===== src/rtl/spi_pkg.sv =====
// Shared definitions for the SPI byte receiver: FSM state encoding,
// default synchronizer depth and a counter-width helper.
`timescale 1ns/1ps
package spi_pkg;

  // Receiver FSM states: IDLE waits for chip select, SHIFT moves bits.
  typedef enum logic {
    IDLE  = 1'b0,
    SHIFT = 1'b1
  } state_t;

  // Two flops are the minimum for a usable metastability window.
  localparam int SYNC_STAGES_DEFAULT = 2;

  // Bit-counter width for a word of w bits; never narrower than one bit.
  function automatic int cnt_width(input int w);
    return (w > 1) ? $clog2(w) : 1;
  endfunction

endpackage


===== src/rtl/sync_ff.sv =====
// Multi-flop synchronizer for one asynchronous input bit.
// INIT is the level the chain takes during reset, so an idle line does not
// produce a spurious edge when reset is released.
`timescale 1ns/1ps
module sync_ff #(
  parameter int   STAGES = 2,
  parameter logic INIT   = 1'b0
) (
  input  logic clk,
  input  logic rst,
  input  logic d,
  output logic q
);

  // Depths below two are promoted to two.
  localparam int N = (STAGES < 2) ? 2 : STAGES;

  logic [N-1:0] chain;

  // Shift the asynchronous input through the flop chain.
  always_ff @(posedge clk or posedge rst) begin
    if (rst) begin
      chain <= {N{INIT}};
    end else begin
      chain <= {chain[N-2:0], d};
    end
  end

  assign q = chain[N-1];

endmodule


===== src/rtl/spi_byte_receiver.sv =====
// SPI mode-0 slave receiver running entirely in the clk domain.
// sclk, cs_n and mosi are synchronized, edges are found by comparing the
// synchronizer output with its previous value, and a two-state FSM
// assembles MSB-first words of WIDTH bits.
//
// Optional transmit path: define SPI_BYTE_RECEIVER_TX_EN to add the tx_data
// port and a transmit shift register driving miso; otherwise miso is 0.
//
// state | meaning
// IDLE  | chip select high, sclk ignored
// SHIFT | chip select low, bits shifted on synchronized sclk edges
`timescale 1ns/1ps
module spi_byte_receiver
  import spi_pkg::*;
#(
  parameter int WIDTH       = 8,
  parameter int SYNC_STAGES = SYNC_STAGES_DEFAULT
) (
  input  logic             clk,
  input  logic             rst,
  input  logic             sclk,
  input  logic             cs_n,
  input  logic             mosi,
  output logic             miso,
`ifdef SPI_BYTE_RECEIVER_TX_EN
  input  logic [WIDTH-1:0] tx_data,
`endif
  output logic [WIDTH-1:0] rx_data,
  output logic             rx_valid,
  output logic             busy
);

  localparam int              CNT_W    = cnt_width(WIDTH);
  localparam logic [CNT_W-1:0] LAST_BIT = CNT_W'(WIDTH - 1);

  state_t           state;
  logic [CNT_W-1:0] bit_cnt;
  // The final bit comes straight from mosi, so only WIDTH-1 bits are held.
  logic [WIDTH-2:0] rx_shift;
  logic [WIDTH-1:0] rx_next;

  logic sclk_s, cs_s, mosi_s;
  logic sclk_d, cs_d;
  logic sclk_rise, cs_fall, word_done;

  sync_ff #(.STAGES(SYNC_STAGES), .INIT(1'b0)) u_sync_sclk (
    .clk (clk),
    .rst (rst),
    .d   (sclk),
    .q   (sclk_s)
  );

  sync_ff #(.STAGES(SYNC_STAGES), .INIT(1'b1)) u_sync_cs (
    .clk (clk),
    .rst (rst),
    .d   (cs_n),
    .q   (cs_s)
  );

  sync_ff #(.STAGES(SYNC_STAGES), .INIT(1'b0)) u_sync_mosi (
    .clk (clk),
    .rst (rst),
    .d   (mosi),
    .q   (mosi_s)
  );

  // Keep the previous synchronized levels for edge detection.
  always_ff @(posedge clk or posedge rst) begin
    if (rst) begin
      sclk_d <= 1'b0;
      cs_d   <= 1'b1;
    end else begin
      sclk_d <= sclk_s;
      cs_d   <= cs_s;
    end
  end

  assign sclk_rise = sclk_s & ~sclk_d;
  assign cs_fall   = ~cs_s & cs_d;
  // mosi_s has the same latency as sclk_s, so it is aligned with the edge.
  assign rx_next   = {rx_shift, mosi_s};
  assign word_done = (state == SHIFT) && sclk_rise && (bit_cnt == LAST_BIT);

  // Receive FSM: word assembly, completion pulse and chip-select handling.
  // A completing edge seen together with cs_n high still delivers the word.
  always_ff @(posedge clk or posedge rst) begin
    if (rst) begin
      state    <= IDLE;
      bit_cnt  <= '0;
      rx_shift <= '0;
      rx_data  <= '0;
      rx_valid <= 1'b0;
      busy     <= 1'b0;
    end else begin
      rx_valid <= 1'b0;
      case (state)
        IDLE: begin
          if (cs_fall) begin
            state    <= SHIFT;
            busy     <= 1'b1;
            bit_cnt  <= '0;
            rx_shift <= '0;
          end
        end
        SHIFT: begin
          if (sclk_rise) begin
            if (bit_cnt == LAST_BIT) begin
              rx_data  <= rx_next;
              rx_valid <= 1'b1;
              bit_cnt  <= '0;
              rx_shift <= '0;
            end else begin
              rx_shift <= rx_next[WIDTH-2:0];
              bit_cnt  <= bit_cnt + CNT_W'(1);
            end
          end
          if (cs_s) begin
            state    <= IDLE;
            busy     <= 1'b0;
            bit_cnt  <= '0;
            rx_shift <= '0;
          end
        end
        default: begin
          state <= IDLE;
          busy  <= 1'b0;
        end
      endcase
    end
  end

`ifdef SPI_BYTE_RECEIVER_TX_EN
  logic [WIDTH-1:0] tx_shift;
  logic             sclk_fall;

  assign sclk_fall = ~sclk_s & sclk_d;

  // Transmit shifter: load at word start, shift on falling edges. The
  // falling edge right after a reload (bit_cnt 0) must keep the new MSB.
  always_ff @(posedge clk or posedge rst) begin
    if (rst) begin
      tx_shift <= '0;
    end else if (state == IDLE) begin
      tx_shift <= cs_fall ? tx_data : '0;
    end else if (cs_s) begin
      tx_shift <= '0;
    end else if (word_done) begin
      tx_shift <= tx_data;
    end else if (sclk_fall && (bit_cnt != '0)) begin
      tx_shift <= {tx_shift[WIDTH-2:0], 1'b0};
    end
  end

  assign miso = tx_shift[WIDTH-1];
`else
  assign miso = 1'b0;
`endif

endmodule


===== config.mk =====
export PLATFORM = sky130hd
export DESIGN_NAME = spi_byte_receiver
export DESIGN_NICKNAME = d
export VERILOG_FILES = /design/src/rtl/spi_pkg.sv /design/src/rtl/sync_ff.sv /design/src/rtl/spi_byte_receiver.sv
export SDC_FILE = /design/constraint.sdc
export NUM_CORES = 1
export LEC_CHECK = 0
export ABC_AREA = 1
export BUFFER_PORTS_ARGS = -buffer_cell sky130_fd_sc_hd__buf_2
export CORE_ASPECT_RATIO = 1.1
export CORE_UTILIZATION = 43
export DETAILED_ROUTE_END_ITERATION = 7
export PLACE_DENSITY_LB_ADDON = 0.1
export SLEW_MARGIN = 40
export SYNTH_ARGS = -nofsm -noshare
export SYNTH_HDL_FRONTEND = slang
export SYNTH_SLANG_ARGS = --single-unit

===== constraint.sdc =====
create_clock -name clk -period 1.5 [get_ports clk]
set_clock_uncertainty 0.05 [all_clocks]
set_input_delay 0 -clock clk [delete_from_list [all_inputs] [get_ports clk]]
set_output_delay 0 -clock clk [all_outputs]
set_load 0.1 [all_outputs]

=== Word-level counts from Yosys, hierarchy flattened ===
Index checks and enable logic that the tools add are counted.
Widths: inputs -> output; s select.

* Register bits after elaboration: 29
* Output and inout port bits: 11
* Logic and storage cells: 43

* Add/sub/neg operators: 1
* Equal/unequal tests: 4
* Multiplexer cells: 19
* Bitwise logic cells: 5
* Reduce and logical (&&, ||, !) cells: 3

{| class="wikitable"
|+ Operators with widths
! kind !! number
|-
| $mux 7 || 4
|-
| $pmux 7 s2 || 1
|-
| $mux 3 || 4
|-
| $mux 1 || 7
|-
| $pmux 3 s2 || 1
|-
| $pmux 1 s2 || 2
|-
| $reduce_and 2->1 || 2
|-
| $add 3x1->3 const B || 1
|-
| $eq 3x3->1 const B || 1
|-
| $ne 3x1->1 const B || 1
|-
| $not 1->1 || 3
|-
| $reduce_and 3->1 || 1
|-
| $and 1x1->1 || 2
|-
| $ne 2x1->1 const B || 1
|-
| $ne 2x2->1 const B || 1
|}

=== Longest topological paths before layout ===
* Depth in word-level cells: 5
* Mapped depth: 7

=== By module ===
A second synthesis with hierarchy kept.

* Cell total of the unflattened synthesis: 121
* Area, all modules: 1209.9 µm²

{| class="wikitable"
|+ Modules (own cells, without submodules)
! module !! instances !! cells an instance !! area an instance (µm²) !! seq. area each (µm²)
|-
| spi_byte_receiver || 1 || 112 || 1046.0 || 576.8
|-
| sync_ff (u_sync_mosi ...) || 2 || 3 || 53.8 || 50.0
|-
| sync_ff (u_sync_cs) || 1 || 3 || 56.3 || 52.6
|}

=== Worst setup path before layout ===
Ideal clock, no wire load.

* Kind: reg-to-reg
* Start point: reg bit_cnt[0]
* End point: reg rx_data[1]
* Library setup time: 0.076 ns
* Arrival time: 1.232 ns
* Required time: 1.374 ns
* Setup slack: 0.142 ns
* Stages on the path, launching flop included: 7
* Path through: dfrtp_1 -> ha_1 -> ha_1 -> nand3_2 -> buf_2 -> nand2_1 -> o21ai_1

* Word-level cells in the longest chain between the ends: 2

{| class="wikitable"
|+ Ends and longest elaborated chain
! what !! line !! text
|-
| from (decl) || spi_byte_receiver.sv:37 || <nowiki>logic [CNT_W-1:0] bit_cnt;</nowiki>
|-
| from (signal assigned) || spi_byte_receiver.sv:114 || <nowiki>bit_cnt <= bit_cnt + CNT_W'(1);</nowiki>
|-
| $eq 3x3->1 || spi_byte_receiver.sv:107 || <nowiki>if (bit_cnt == LAST_BIT) begin</nowiki>
|-
| $reduce_and 3->1 (no source line) || -- ||
|-
| to (signal assigned) || spi_byte_receiver.sv:108 || <nowiki>rx_data <= rx_next;</nowiki>
|-
| to (decl) || spi_byte_receiver.sv:28 || <nowiki>output logic [WIDTH-1:0] rx_data,</nowiki>
|}

Every way passes these cells.
A chain may end at the register's enable or synchronous reset.

=== Final worst setup path ===
* Start point: reg bit_cnt[0]
* End point: reg rx_shift[6]

* Word-level cells in the longest chain between the ends: 5

{| class="wikitable"
|+ Ends and longest elaborated chain
! what !! line !! text
|-
| $eq 3x3->1 || spi_byte_receiver.sv:107 ||
|-
| $mux 7 || spi_byte_receiver.sv:107 ||
|-
| $mux 7 || spi_byte_receiver.sv:106 || <nowiki>if (sclk_rise) begin</nowiki>
|-
| $mux 7 || spi_byte_receiver.sv:117 || <nowiki>if (cs_s) begin</nowiki>
|-
| $pmux 7 s2 || spi_byte_receiver.sv:96 || <nowiki>case (state)</nowiki>
|-
| to (signal assigned) || spi_byte_receiver.sv:113 || <nowiki>rx_shift <= rx_next[WIDTH-2:0];</nowiki>
|-
| to (decl) || spi_byte_receiver.sv:39 || <nowiki>logic [WIDTH-2:0] rx_shift;</nowiki>
|}

Every way passes these cells. The select of a mux whose other input is x is not followed.

==> metrics.txt <==
final hold violation count 0; Critical Path RT 1.71 ns; part of the power in the clock network 30.5%; Reg area 729.5 sq um; final cell count without fillers 173; synthesis-to-finish area growth 18.97%; largest net degree at the start of global routing 18; max cap viols 0; FF-to-FF setup slack 0.10 ns; Residual DRC 0; met3 usage under 10%; worst slew pin tran 0.5046 ns; port bufs 14; TritonCTS Buffers 5; Final Util a little over half; Comb pwr share 10.7%; most common cell after layout, fill and taps aside nand2_1; CTS sink count 29; GRT met2 Usage 23.19%; Initial DRT Pass Iterations 6; Worst Path Arrival around 1.6 ns; global route total overflow 0; Post-synth ARST share 100.0%; vias 807; power share of the sequential group 58.8%; Sw Ratio 26.45%; commonest non-fill, non-tap cells in the layout nand2_1 (33), dfrtp_1 (26), buf_2 (14); area of the multi-input gates 377.9 sq um; core box area 2520 sq um; proportion of layout cells with a drive suffix above 1 21.83%; initial drt markers 8; Final GP Congestion approximately 0.74; Cell Rows 19; period utilisation layout between 90% and 100%; Max clock buf depth 2; Hold Worst Slack 0.1889 ns; top_reg_cell synth dfrtp_1; final net count 149; Clk pin slew, worst setup/hold paths 0.08 ns; P per Cell Area 1015 nW/um^2; worst flop-to-flop path endpoint rx_shift[6]; Hold WC Path Type primary input to asynchronous set/reset pin; root buffer cell clkbuf_4; chip width 51.55 um; critical path type flop to flop; post-route ant nets 0; Slew headroom 66.32%; R2R depth 7; r2r startpoint bit_cnt[0]; peak supply drop about 610 uV; Placed Cells 161; DPL Wire Length 1.286 mm; Diodes inserted 0; Mapped Area around 1200 sq um; Die Y-Extent 56.50 um; final-report setup violation count 0; Initial Util 46.08%; Worst Path Max Fanout 7; gr busiest metal met2; outcome finished clean; Synth cell types 19; Post-CTS Setup Bufs 0; Worst Setup EP rx_shift[6]; CP Launch Type flop; overall routed net length between 1.5 and 2 mm; register bit count reported by yosys 29; setup ws final 0.1029 ns; DR WL/cell 10.52 um; first-pass GRT wire length 3.153 mm; syn_area_per_cell between 9 and 10 sq um; Slew Limit Fails 0; Synthesized Nets 126; Sum Neg Setup Slack 0 ns; M1 GR Usage 17.20%; cell-internal power 0.001031 W; Leak Pwr just over 0.7 nW; Die Area 2912 sq um; TritonCTS clock tree yes; yosys warns 0; setup slack after placement approximately 0.047 ns; EDFF count, synth 0; global-route usage over all layers about 15%; Crit. End Element flop; antenna violations before repair 0; Seq/Total Area, Yosys 62.82%; Fillers about 240; vias in the first global route 770; H-tree Lvls 2; Synth Instances 118; post-route minimum period 1.397 ns; I/O pin cnt 16; Worst-Skew Late Latency 0.32 ns; Critical Path Start bit_cnt[0]; Max Fclk 0.7157 GHz; net load switching power 0.0003709 W; vias per inst approximately 4.7
## logic make-up (layout without fill, tap and decap cells)
logic type                 count (synthesis)  after routing  synth area share (%)
buffers and inverters                     18             42                 6.359
DFF                                       29             29                 62.82
and+or+nand+nor                           58             58                 23.06
AOI/OAI and AO/OA                          9              9                 4.203
adders and majority gates                  3              3                 3.233
other                                      1              1                0.3230
## registers in the layout (all words and copies together), names as in the netlist
| name | flops |
|---|---|
| u_sync_sclk.chain | 2 |
| u_sync_cs.chain | 2 |
| busy | 1 |
| state | 1 |
| rx_valid | 1 |
| sclk_d | 1 |
| bit_cnt | 3 |
| cs_d | 1 |
| u_sync_mosi.chain | 2 |
| rx_shift | 7 |
| rx_data | 8 |
## routing by layer
layer  vias up  part of all wire (%)  routed length [um]
li1        410                     -                   -
met1       374                    46                 830
met2        16                    47                 855
met3         7                   4.9                  89
met4         0                   2.4                  44
met5         -                     0                   0
## what timing repair did
| item | in CTS | in global routing |
|---|---|---|
| gates resized for setup | 0 | 3 |
| setup endpoints to repair | 0 | 14 |
| hold buffers | 4 | 0 |
| hold endpoints to repair | 25 | 0 |
## stage by stage
step,instance area (sq um),total power [W]
finish,1381,0.001402
global route,1381,0.001481
CTS,1361,0.001426
detailed placement,1272,0.0009800
global placement,1272,0.0009773
floorplan,1161,0.0009487
## cell type report
class / count / share of cell area, %
Multi-Input combinational cell: 71 / 27.36
Inverter: 15 / 4.076
Tap cell: 31 / 2.808
Timing Repair Buffer: 19 / 9.420
Sequential cell: 29 / 52.81
Clock buffer: 8 / 3.533
## power by group through the flow
stage	sequential (W)	clock [W]	combinational, W
floorplan	0.000870	0	0.0000784
global placement	0.000836	0	0.000141
detailed placement	0.000837	0	0.000143
CTS	0.000822	0.000453	0.000151
global route	0.000828	0.000486	0.000167
finish	0.000824	0.000428	0.000150
## Yosys cell counts, types with 2 or more instances
master   number  share of area (%)
buf_2         2               0.86
dfrtp_1      26                 56
dfstp_2       3                6.8
ha_1          3                3.2
inv_1        13                4.2
inv_2         2               0.65
nand2_1      33                 11
nand2_4       2                1.9
nand3_1       8                3.4
nand4_1       3                1.6
nor2_1        8                2.6
o21ai_1       8                3.4
## worst min-delay path by stage
| stage | from | endpoint | slack (ns) | cells past startpoint |
|---|---|---|---|---|
| after floorplan | cs_n | u_sync_cs.chain[0] | -0.05 | 0 |
| final | rst | bit_cnt[1] | 0.19 | 3 |
| after detailed placement | rst | rx_valid | 0.004 | 2 |
| after CTS | rst | bit_cnt[0] | 0.19 | 3 |
| after global routing | rst | rx_valid | 0.23 | 3 |
| after global placement | rst | rx_valid | -0.007 | 2 |
## critical path, cell delays in order, from the launching register on
cell and delay [ns]:
dfrtp_1 0.41, ha_1 0.23, ha_1 0.18, inv_1 0.11, nand3_4 0.11, nor2_1 0.11, nand3_1 0.08, nand2_1 0.07
Power figures use the tool's default switching activity.
